`config.mk`:
```
export PLATFORM = sky130hd
export DESIGN_NAME = ps2_key_decoder
export DESIGN_NICKNAME = d
export VERILOG_FILES = /design/src/rtl/ps2_pkg.sv /design/src/rtl/key_fifo.sv /design/src/rtl/ps2_key_decoder.sv
export SDC_FILE = /design/constraint.sdc
export NUM_CORES = 1
export LEC_CHECK = 0
export BUFFER_PORTS_ARGS = -buffer_cell sky130_fd_sc_hd__buf_4
export CAP_MARGIN = 20
export CORE_MARGIN = 3
export CORE_UTILIZATION = 40
export DETAILED_ROUTE_END_ITERATION = 8
export PLACE_DENSITY = 0.64
export SYNTH_ARGS = -nofsm -noshare
export SYNTH_HDL_FRONTEND = slang
export SYNTH_HIERARCHICAL = 1
export SYNTH_SLANG_ARGS = --single-unit
```
`constraint.sdc`:
```
create_clock -name clk -period 3.3 [get_ports clk]
set_input_delay 0.66 -clock clk [delete_from_list [all_inputs] [get_ports clk]]
set_output_delay 0.66 -clock clk [all_outputs]
set_load 0.01 [all_outputs]
```
`src/rtl/ps2_pkg.sv`:
```
// ps2_pkg: scan-code constants, key kinds, prefix FSM states and make-code decode.
package ps2_pkg;
  localparam logic [7:0] SC_BREAK = 8'hF0;
  localparam logic [7:0] SC_EXT   = 8'hE0;
  localparam logic [7:0] SC_0     = 8'h45;
  localparam logic [7:0] SC_1     = 8'h16;
  localparam logic [7:0] SC_2     = 8'h1E;
  localparam logic [7:0] SC_3     = 8'h26;
  localparam logic [7:0] SC_4     = 8'h25;
  localparam logic [7:0] SC_5     = 8'h2E;
  localparam logic [7:0] SC_6     = 8'h36;
  localparam logic [7:0] SC_7     = 8'h3D;
  localparam logic [7:0] SC_8     = 8'h3E;
  localparam logic [7:0] SC_9     = 8'h46;
  localparam logic [7:0] SC_A     = 8'h1C;
  localparam logic [7:0] SC_B     = 8'h32;
  localparam logic [7:0] SC_C     = 8'h21;
  localparam logic [7:0] SC_D     = 8'h23;
  localparam logic [7:0] SC_E     = 8'h24;
  localparam logic [7:0] SC_F     = 8'h2B;
  localparam logic [7:0] SC_ENTER = 8'h5A;
  localparam logic [7:0] SC_BKSP  = 8'h66;
  localparam logic [7:0] SC_ESC   = 8'h76;
  localparam logic [1:0] KIND_HEX   = 2'b00;
  localparam logic [1:0] KIND_ENTER = 2'b01;
  localparam logic [1:0] KIND_BKSP  = 2'b10;
  localparam logic [1:0] KIND_ESC   = 2'b11;
  localparam logic [1:0] ST_IDLE      = 2'd0;
  localparam logic [1:0] ST_BREAK     = 2'd1;
  localparam logic [1:0] ST_EXT       = 2'd2;
  localparam logic [1:0] ST_EXT_BREAK = 2'd3;
  typedef struct packed {
    logic       vld;
    logic [1:0] kind;
    logic [3:0] code;
  } dec_t;
  function automatic dec_t decode(input logic [7:0] b, input logic ext);
    dec_t d;
    d = '{vld: 1'b1, kind: KIND_HEX, code: 4'h0};
    if (ext) begin
      d.vld = b == SC_ENTER;
      d.kind = KIND_ENTER;
    end else begin
      case (b)
        SC_0: d.code = 4'h0;
        SC_1: d.code = 4'h1;
        SC_2: d.code = 4'h2;
        SC_3: d.code = 4'h3;
        SC_4: d.code = 4'h4;
        SC_5: d.code = 4'h5;
        SC_6: d.code = 4'h6;
        SC_7: d.code = 4'h7;
        SC_8: d.code = 4'h8;
        SC_9: d.code = 4'h9;
        SC_A: d.code = 4'hA;
        SC_B: d.code = 4'hB;
        SC_C: d.code = 4'hC;
        SC_D: d.code = 4'hD;
        SC_E: d.code = 4'hE;
        SC_F: d.code = 4'hF;
        SC_ENTER: d.kind = KIND_ENTER;
        SC_BKSP: d.kind = KIND_BKSP;
        SC_ESC: d.kind = KIND_ESC;
        default: d.vld = 1'b0;
      endcase
    end
    return d;
  endfunction
endpackage

```
`src/rtl/key_fifo.sv`:
```
// key_fifo: DEPTH x WIDTH event buffer; a push on full is accepted only alongside a pop.
module key_fifo #(
  parameter int DEPTH = 4,
  parameter int WIDTH = 6
) (
  input  logic             clk,
  input  logic             reset,
  input  logic             push,
  input  logic [WIDTH-1:0] din,
  input  logic             ready,
  output logic [WIDTH-1:0] dout,
  output logic             valid,
  output logic             drop
);
  localparam int AW = $clog2(DEPTH);
  logic [WIDTH-1:0] mem [DEPTH];
  logic [AW-1:0] wr_ptr, rd_ptr;
  logic [AW:0] count;
  logic full, pop, do_push;
  assign valid = count != '0;
  assign full = count == (AW+1)'(DEPTH);
  assign pop = valid && ready;
  assign do_push = push && (!full || pop);
  assign drop = push && full && !pop;
  assign dout = mem[rd_ptr];
  always_ff @(posedge clk or negedge reset) begin
    if (!reset) begin
      for (int i = 0; i < DEPTH; i++) mem[i] <= '0;
      wr_ptr <= '0;
      rd_ptr <= '0;
      count <= '0;
    end else begin
      if (do_push) mem[wr_ptr] <= din;
      if (do_push) wr_ptr <= wr_ptr + 1'b1;
      if (pop) rd_ptr <= rd_ptr + 1'b1;
      count <= count + {{AW{1'b0}}, do_push} - {{AW{1'b0}}, pop};
    end
  end
endmodule

```
`src/rtl/ps2_key_decoder.sv`:
```
// ps2_key_decoder: PS/2 set-2 bytes -> buffered key events; PS2_TYPEMATIC_FILTER_EN drops auto-repeat makes.
module ps2_key_decoder
  import ps2_pkg::*;
#(
  parameter int FIFO_DEPTH = 4
) (
  input  logic       clk,
  input  logic       reset,
  input  logic [7:0] ps2_data,
  input  logic       ps2_new_data,
  output logic [3:0] key_code,
  output logic [1:0] key_kind,
  output logic       key_valid,
  input  logic       key_ready,
  output logic       overflow
);
  logic [1:0] state, state_nx;
  logic is_make, ext, rep, push, drop;
  dec_t d;
  logic [5:0] head;
  assign ext = state == ST_EXT;
  assign is_make = ps2_new_data && ps2_data != SC_BREAK && (ext || (state == ST_IDLE && ps2_data != SC_EXT));
  assign d = decode(ps2_data, ext);
  assign push = is_make && d.vld && !rep;
  always_comb begin
    state_nx = state;
    if (ps2_new_data)
      state_nx = state == ST_IDLE ? (ps2_data == SC_BREAK ? ST_BREAK : ps2_data == SC_EXT ? ST_EXT : ST_IDLE) :
                 ext && ps2_data == SC_BREAK ? ST_EXT_BREAK : ST_IDLE;
  end
  always_ff @(posedge clk or negedge reset) begin
    if (!reset) begin
      state <= ST_IDLE;
      overflow <= 1'b0;
    end else begin
      state <= state_nx;
      if (drop) overflow <= 1'b1;
    end
  end
`ifdef PS2_TYPEMATIC_FILTER_EN
  logic [7:0] last_code;
  logic last_ext, last_vld, is_break;
  assign is_break = ps2_new_data && (state == ST_BREAK || state == ST_EXT_BREAK);
  assign rep = last_vld && last_code == ps2_data && last_ext == ext;
  always_ff @(posedge clk or negedge reset) begin
    if (!reset) begin
      last_code <= '0;
      last_ext <= 1'b0;
      last_vld <= 1'b0;
    end else if (is_break) begin
      if (last_code == ps2_data && last_ext == (state == ST_EXT_BREAK)) last_vld <= 1'b0;
    end else if (is_make) begin
      last_code <= ps2_data;
      last_ext <= ext;
      last_vld <= 1'b1;
    end
  end
`else
  assign rep = 1'b0;
`endif
  key_fifo #(.DEPTH(FIFO_DEPTH), .WIDTH(6)) u_fifo (
    .clk(clk),
    .reset(reset),
    .push(push),
    .din({d.kind, d.code}),
    .ready(key_ready),
    .dout(head),
    .valid(key_valid),
    .drop(drop)
  );
  assign key_kind = head[5:4];
  assign key_code = head[3:0];
endmodule

```
==> metrics.md, run 1 <==
| Metric | Value |
|---|---|
| DR vias | roughly 1500 |
| Post-synth top area share | around two fifths |
| Sw Ratio | 28.79% |
| Tightest Hold Check Type | input port to asynchronous set/reset pin |
| Die width | 77.67 µm |
| Top cells by area, synth | dfrtp_1, mux2_2, mux4_2 |
| Layout cells sized above 1 | between 30% and 40% |
| Asr flop ratio synth | 100.0% |
| Synthesized area | ~2100 µm² |
| CTS sink cnt | 34 |
| Mean Syn Cell Area | ~11 µm² |
| Max Fclk | 333.2 MHz |
| Starting Density | between 40% and 50% |
| Final Cycle Share | between 90% and 100% |
| Clock Skew | 0.005763 ns |
| Remaining routing DRC violations | 0 |
| Die Ht | 77.67 µm |
| Crit Path Class | input port to register |
| Initial antenna violation count | 0 |
| I/O pin total | 20 |
| PortBufs | 19 |
| CTS buffer count | 5 |
| # setup viols final | 0 |
| Worst path required time | approximately 3.5 ns |
| Max-slew violations | 0 |
| EDFF count, synth | 0 |
| CTS H-tree lvls | 2 |
| Clock Latency Late Sink | 0.29 ns |
| Die Area | just over 6000 µm² |
| Min Clock Period, post-route | 3.002 ns |
| Filler Cell Count | about 440 |
| P_sw | 381.6 µW |
| Power share of the combinational group | a little over a fifth |
| Ant. Diodes | 0 |
| Placeable Area | approximately 4800 µm² |
| Finished Layout Cells | 277 |
| Area leader, netlist | dfrtp_1 |
| First-pass GRT wire length | between 7 and 8 mm |
| CTS tree | yes |
| Hpwl dp | around 3 mm |
| Drt total wl | about 4.3 mm |
| Leakage | roughly 1.1 nW |
| Synthesized Nets | 199 |
| Post-CTS Setup Bufs | 0 |
| Element type at the critical path end | register |
| 1st-iter DRT viols | ~60 |
| Post-synthesis sequential area ratio | about two fifths |
| Max-Cap Viols | 0 |
| Row count | 25 |
| RePlAce Congestion | ~0.82 |
| Vias per inst | approximately 5.4 |
| Final ANT Viol Nets | 0 |
| Cts repair resizes | 0 |
| Dpl cells | approximately 270 |
| Int Power | around 940 µW |
| RSZ-0062 raised after global routing | no |
| Total negative slack | 0 ns |
| Distinct cells, synth | roughly 50 |
| Worst-Margin Slew | ~0.76 ns |
| Hold_buf cts | 0 |
| Clk slew on worst S/H paths | about 0.070 ns |
| Peak supply drop | between 0.3 and 0.4 mV |
| Maximum net fanout on the critical path | 6 |
| Crit start category | input port |
| Largest net degree at the start of global routing | 35 |
| Crit path DAT | between 3 and 4 ns |
| Area Growth Syn to Fin | 19.61% |
| Worst slew margin | approximately half |
| Fin Hold WS | roughly 0.31 ns |
| Max clock buf depth | 2 |
| Clk root buf | clkbuf_8 |
| GRT Overall Usage | between 15 and 20% |
| DRT Pass-1 Iters | 4 |
| Clock network power share | between 30% and 40% |
| Yosys reg bits | 34 |
| Top FF cell, synth | dfrtp_1 |
| Grt total ovfl | 0 |
| Vias in the first global route | between 1000 and 1500 |
| Seq pwr share | 43.2% |
| Synth Instances | 180 |
| Fin. Hold Viols | 0 |
| Pwr dens | 539.5 nW/µm² |
| Ys Warns | 6 |
| Post-DR wirelength/cell | 15.37 µm |
| Nets | 228 |
| Status | finished clean |
final cells by class:
type / count / area, µm² / share of cell area (%)
tap: 67 / 83.83 / 3.411
sequential: 34 / 850.8 / 34.62
timing repair buffer: 30 / 225.2 / 9.165
clock inverter: 3 / 68.82 / 2.800
inverter: 7 / 26.28 / 1.069
multi-input combinational: 131 / 1134 / 46.13
clock buffer: 5 / 68.82 / 2.800
per-layer routing:
metal	vias to the layer above	global-route usage, %	part of all wire, %
met5	-	0	0
met4	0	5.872	1.0
met3	4	5.336	4.3
met2	32	23.80	47
met1	738	20.97	48
li1	712	-	-
cells in the mapped netlist, types with 5 or more instances:
master / n
a21oi_1: 5
nor2_1: 13
mux2_2: 25
buf_2: 5
nor2b_1: 7
inv_1: 7
ha_1: 6
nand2_1: 9
mux4_2: 6
dfrtp_1: 34
nand2b_1: 5
flip-flops by register name, summed over array words and instances, names as in the netlist:
signal and cells:
u_fifo/mem 24, u_fifo/wr_ptr 2, u_fifo/rd_ptr 2, overflow 1, u_fifo/count 3, state 2
kinds of logic after synthesis:
logic type / after synthesis / synth area share [%]
multiplexers: 32 / 20.77
AO/OA/AOI/OAI: 25 / 8.892
adder cells (fa/ha/maj): 7 / 4.628
XOR/XNOR: 7 / 2.984
buffers and inverters: 15 / 3.410
AND/OR/NAND/NOR: 60 / 17.91
flip-flops: 34 / 41.41
cell usage in the layout, fill, tap and decap left out, types with 2 or more instances in the layout:
| cell type | count |
|---|---|
| a21oi_1 | 5 |
| ha_1 | 6 |
| inv_1 | 7 |
| xnor2_1 | 4 |
| buf_4 | 30 |
| a22o_1 | 2 |
| a211oi_1 | 2 |
| nor2b_1 | 7 |
| nor4_1 | 4 |
| nor2_1 | 13 |
| xor2_1 | 3 |
| o31ai_1 | 2 |
| o21ai_0 | 2 |
| nand4_1 | 2 |
| nand2_1 | 9 |
| mux2_2 | 25 |
| nor3_1 | 2 |
| clkbuf_8 | 5 |
| nor4b_1 | 2 |
| nand3_1 | 2 |
| bufinv_16 | 2 |
| mux4_2 | 6 |
| dfrtp_1 | 34 |
| a31oi_1 | 3 |
| a211o_1 | 2 |
| nand2b_1 | 5 |
power by group through the flow:
stage | sequential (mW) | combinational, mW | clock (mW)
2_1_floorplan | 0.530 | 0.250 | 0
3_3_place_gp | 0.582 | 0.289 | 0
3_5_place_dp | 0.583 | 0.292 | 0
4_1_cts | 0.576 | 0.293 | 0.481
5_1_grt | 0.589 | 0.321 | 0.500
6_report | 0.572 | 0.289 | 0.465
worst paths after layout:
check / to / slack (ns) / startpoint / depth (start not counted)
min in group clk: overflow / 0.48 / overflow / 1
hold reg to reg: overflow / 0.48 / overflow / 1
setup reg to reg: u_fifo/count[2] / 0.34 / state[1] / 11
max in group asynchronous: u_fifo/mem[17] / 2.68 / reset / 1
hold / removal: u_fifo/mem[22] / 0.31 / reset / 1
setup / recovery: u_fifo/count[2] / 0.30 / ps2_data[7] / 12
per-stage QoR:
stage / utilization [%] / worst slack, ns / total power [mW] / cell area, µm²
6_report: 50.68 / 0.2985 / 1.326 / 2457
5_1_grt: 50.68 / 0.1119 / 1.411 / 2457
4_1_cts: 50.68 / 0.3236 / 1.349 / 2457
3_5_place_dp: 47.85 / 0.01072 / 0.8745 / 2320
3_3_place_gp: 47.85 / 0.007969 / 0.8705 / 2320
2_1_floorplan: - / 0.09303 / 0.7796 / 2054
worst max-delay path: stages:
cell and delay [ns]:
buf_4 0.14, nand2b_1 0.21, nor2_1 0.13, nand3_1 0.16, a211o_1 0.34, a31oi_1 0.20
or2b_2 0.33, ha_1 0.27, inv_1 0.04, ha_1 0.18, fa_1 0.37, xnor2_1 0.14
(Power assumes the default switching activity.)
==> run 2: changes to the inputs <==
--- a/config.mk
+++ b/config.mk
@@ -10,7 +10,6 @@
 export CORE_MARGIN = 3
 export CORE_UTILIZATION = 40
 export DETAILED_ROUTE_END_ITERATION = 8
-export PLACE_DENSITY = 0.64
 export SYNTH_ARGS = -nofsm -noshare
 export SYNTH_HDL_FRONTEND = slang
 export SYNTH_HIERARCHICAL = 1
==> constraint.sdc (replaced) <==
create_clock -name clk -period 3.3 [get_ports clk]
set_input_delay 0.165 -clock clk [delete_from_list [all_inputs] [get_ports clk]]
set_output_delay 0.165 -clock clk [all_outputs]
set_load 0.01 [all_outputs]
==> run 2 against run 1 <==
Against the previous run:
- non-clock buffer count down 5
- register-to-register slack worse by 0.099 ns
- via count grew 0.54%
- first-iteration DRC count is 68% higher
- routed wire length rose by 7.9%
- core utilization down 1.2 points
- critical endpoint unchanged
- highest routed layer unchanged
==> metrics.md, run 2 (synthesis results as in run 1) <==
| Metric | Value |
|---|---|
| Clock Latency Late Sink | 0.29 ns (about the same) |
| Clk root buf | clkbuf_8 |
| CTS buffer count | 5 (unchanged) |
| Min Clock Period, post-route | 3.059 ns (+0.05778 ns) |
| Worst path most repeated cell | ha_1 |
| Max reg flops | 24 (unchanged) |
| CTS tree | yes |
| Fin. Hold Viols | 0 (unchanged) |
| Element type at the critical path end | register |
| RSZ-0062 raised after global routing | no |
| Tot Pwr | 1.250 mW (-5.7%) |
| Max-slew violations | 0 (unchanged) |
| Peak supply drop | 0.3011 mV (-3.9%) |
| Clock Skew | 0.006331 ns (+0.0005685 ns) |
| Critical Path Max Stage Delay | 0.42 ns (+0.05 ns) |
| Top flop regs | u_fifo/mem: 24 flops, u_fifo/count: 3 flops |
| Tightest Hold Check Type | input port to register |
| Worst-Margin Slew | 0.5981 ns (-0.1593 ns) |
| Max clock buf depth | 2 (unchanged) |
| Final ANT Viol Nets | 0 (unchanged) |
| Final core occ | 49.50% (-1.2 points) |
| # setup viols final | 0 (unchanged) |
| Vias in the first global route | 1646 (+12%) |
| Critical path buffers and inverters | 1 (-1) |
| Ant. Diodes | 0 (unchanged) |
| Die width | 77.67 µm (unchanged) |
| Drt total wl | 4.594 mm (+7.9%) |
| Die Ht | 77.67 µm (unchanged) |
| Post-DP Area | 2267 µm² (-2.3%) |
| Remaining routing DRC violations | 0 (unchanged) |
| Status | finished clean |
| Crit-path cells | and2b_1 > nor4b_1 > a22o_1 > a311oi_1 > a31oi_2 > or2b_2 > ha_1 > inv_1 > ha_1 > fa_1 > xnor2_1 |
| Most common cell after layout, fill and taps aside | dfrtp_1 |
| CTS sink cnt | 34 (unchanged) |
| Placeable Area | 4848 µm² (unchanged) |
| Worst path required time | 3.47 ns (about the same) |
| Final instance area | 2400 µm² (-2.3%) |
| Worst slew margin | 59.76% (+11 points) |
| CP delay by family, top | simple AND/OR/NAND/NOR gates |
| First-pass GRT wire length | 7.859 mm (+8.1%) |
| Final Cycle Share | 92.71% (+1.8 points) |
| Pwr dens | 520.9 nW/µm² (-3.4%) |
| Row count | 25 (unchanged) |
| Max Fclk | 326.9 MHz (-1.9%) |
| Hpwl dp | 3.333 mm (+10%) |
| Fin Hold WS | 0.1670 ns (-0.1395 ns) |
| Crit start category | register |
| Max-Cap Viols | 0 (unchanged) |
| CTS H-tree lvls | 2 (unchanged) |
| CP max stage cell | dfrtp_1 |
| Nets | 223 (-2.2%) |
| I/O pin total | 20 (unchanged) |
| Clk slew on worst S/H paths | 0.07 ns (about the same) |
| GRT Overall Usage | 16.64% (+0.86 points) |
| Die Area | 6032 µm² (unchanged) |
| Layout cells sized above 1 | 36.59% (-1.5 points) |
| 1st-iter DRT viols | 99 (+68%) |
| Most frequent cells in the layout | dfrtp_1, mux2_2, buf_4, nor2_1, nand2_1 |
| Grt total ovfl | 0 (unchanged) |
| Starting Density | 42.37% (unchanged) |
| Area Growth Syn to Fin | 16.81% |
| Largest Register | u_fifo/mem |
| Crit path DAT | 3.23 ns (+0.04 ns) |
| Initial antenna violation count | 0 (unchanged) |
| RePlAce Congestion | 0.8854 (+7.6%) |
| Crit Path Class | register to register |
| Maximum net fanout on the critical path | 7 (+1) |
| Post-DR wirelength/cell | 16.89 µm (+9.9%) |
| Total negative slack | 0 ns (unchanged) |
| DRT Pass-1 Iters | 4 (unchanged) |
| DR vias | 1494 (+0.54%) |
| Largest net degree at the start of global routing | 35 (unchanged) |
| Leakage | 1.097 nW (-3.1%) |
| PortBufs | 19 (unchanged) |
| Vias per inst | 5.493 (+2.4%) |
## run 2: metal layers
layer	vias to the layer above	track usage [%]	share of wire [%]
li1	699	-	-
met1	744	21.74	43
met2	45	26.80	50
met3	6	4.756	5.3
met4	0	4.804	0.91
met5	-	0	0
## run 2: area by class of cell
type	instances	area, µm²
Clock inverter	3	40.04
Fill cell	448	2449
Inverter	7	26.28
Sequential cell	34	850.8
Timing Repair Buffer	25	190.2
Tap cell	67	83.83
Multi-Input combinational cell	131	1140
Clock buffer	5	68.82
## run 2: metrics by stage
| stage | std cells | worst slack, ns |
|---|---|---|
| global route | 272 | 0.08367 |
| floorplan | 180 | 0.4248 |
| CTS | 271 | 0.08801 |
| finish | 272 | 0.2407 |
| detailed placement | 262 | 0.1134 |
| global placement | 262 | 0.2874 |
## run 2: power by group
part | total [mW] | switching (mW) | internal (mW)
logic | 0.301 | 0.134 | 0.166
registers | 0.578 | 0.0998 | 0.478
clock network | 0.372 | 0.150 | 0.222
total | 1.25 | 0.384 | 0.866
## run 2: worst paths after layout
kind / from / endpoint / slack [ns] / cells past startpoint
worst max register to register: state[1] / u_fifo/count[2] / 0.24 / 11
min in group asynchronous: reset / u_fifo/count[1] / 0.36 / 2
worst min-delay path: ps2_new_data / state[0] / 0.17 / 3
worst min register to register: overflow / overflow / 0.49 / 1
max in group asynchronous: reset / u_fifo/mem[15] / 2.63 / 2
worst max-delay path: state[1] / u_fifo/count[2] / 0.24 / 11
## run 2: what timing repair did
| action | in CTS | in global routing |
|---|---|---|
| endpoints found under the hold margin | 34 | 0 |
| hold buffers | 1 | 0 |
| buffers inserted | 0 | 1 |
| setup endpoints to repair | 0 | 1 |
| resized for setup | 0 | 1 |
## run 2: worst reg2reg max path, stage by stage (launching register included)
cell and delay, ns:
dfrtp_1 0.42, and2b_1 0.26, nor4b_1 0.39, a22o_1 0.20, a311oi_1 0.05, a31oi_2 0.24, or2b_2 0.36, ha_1 0.28
inv_1 0.04, ha_1 0.19, fa_1 0.38, xnor2_1 0.14
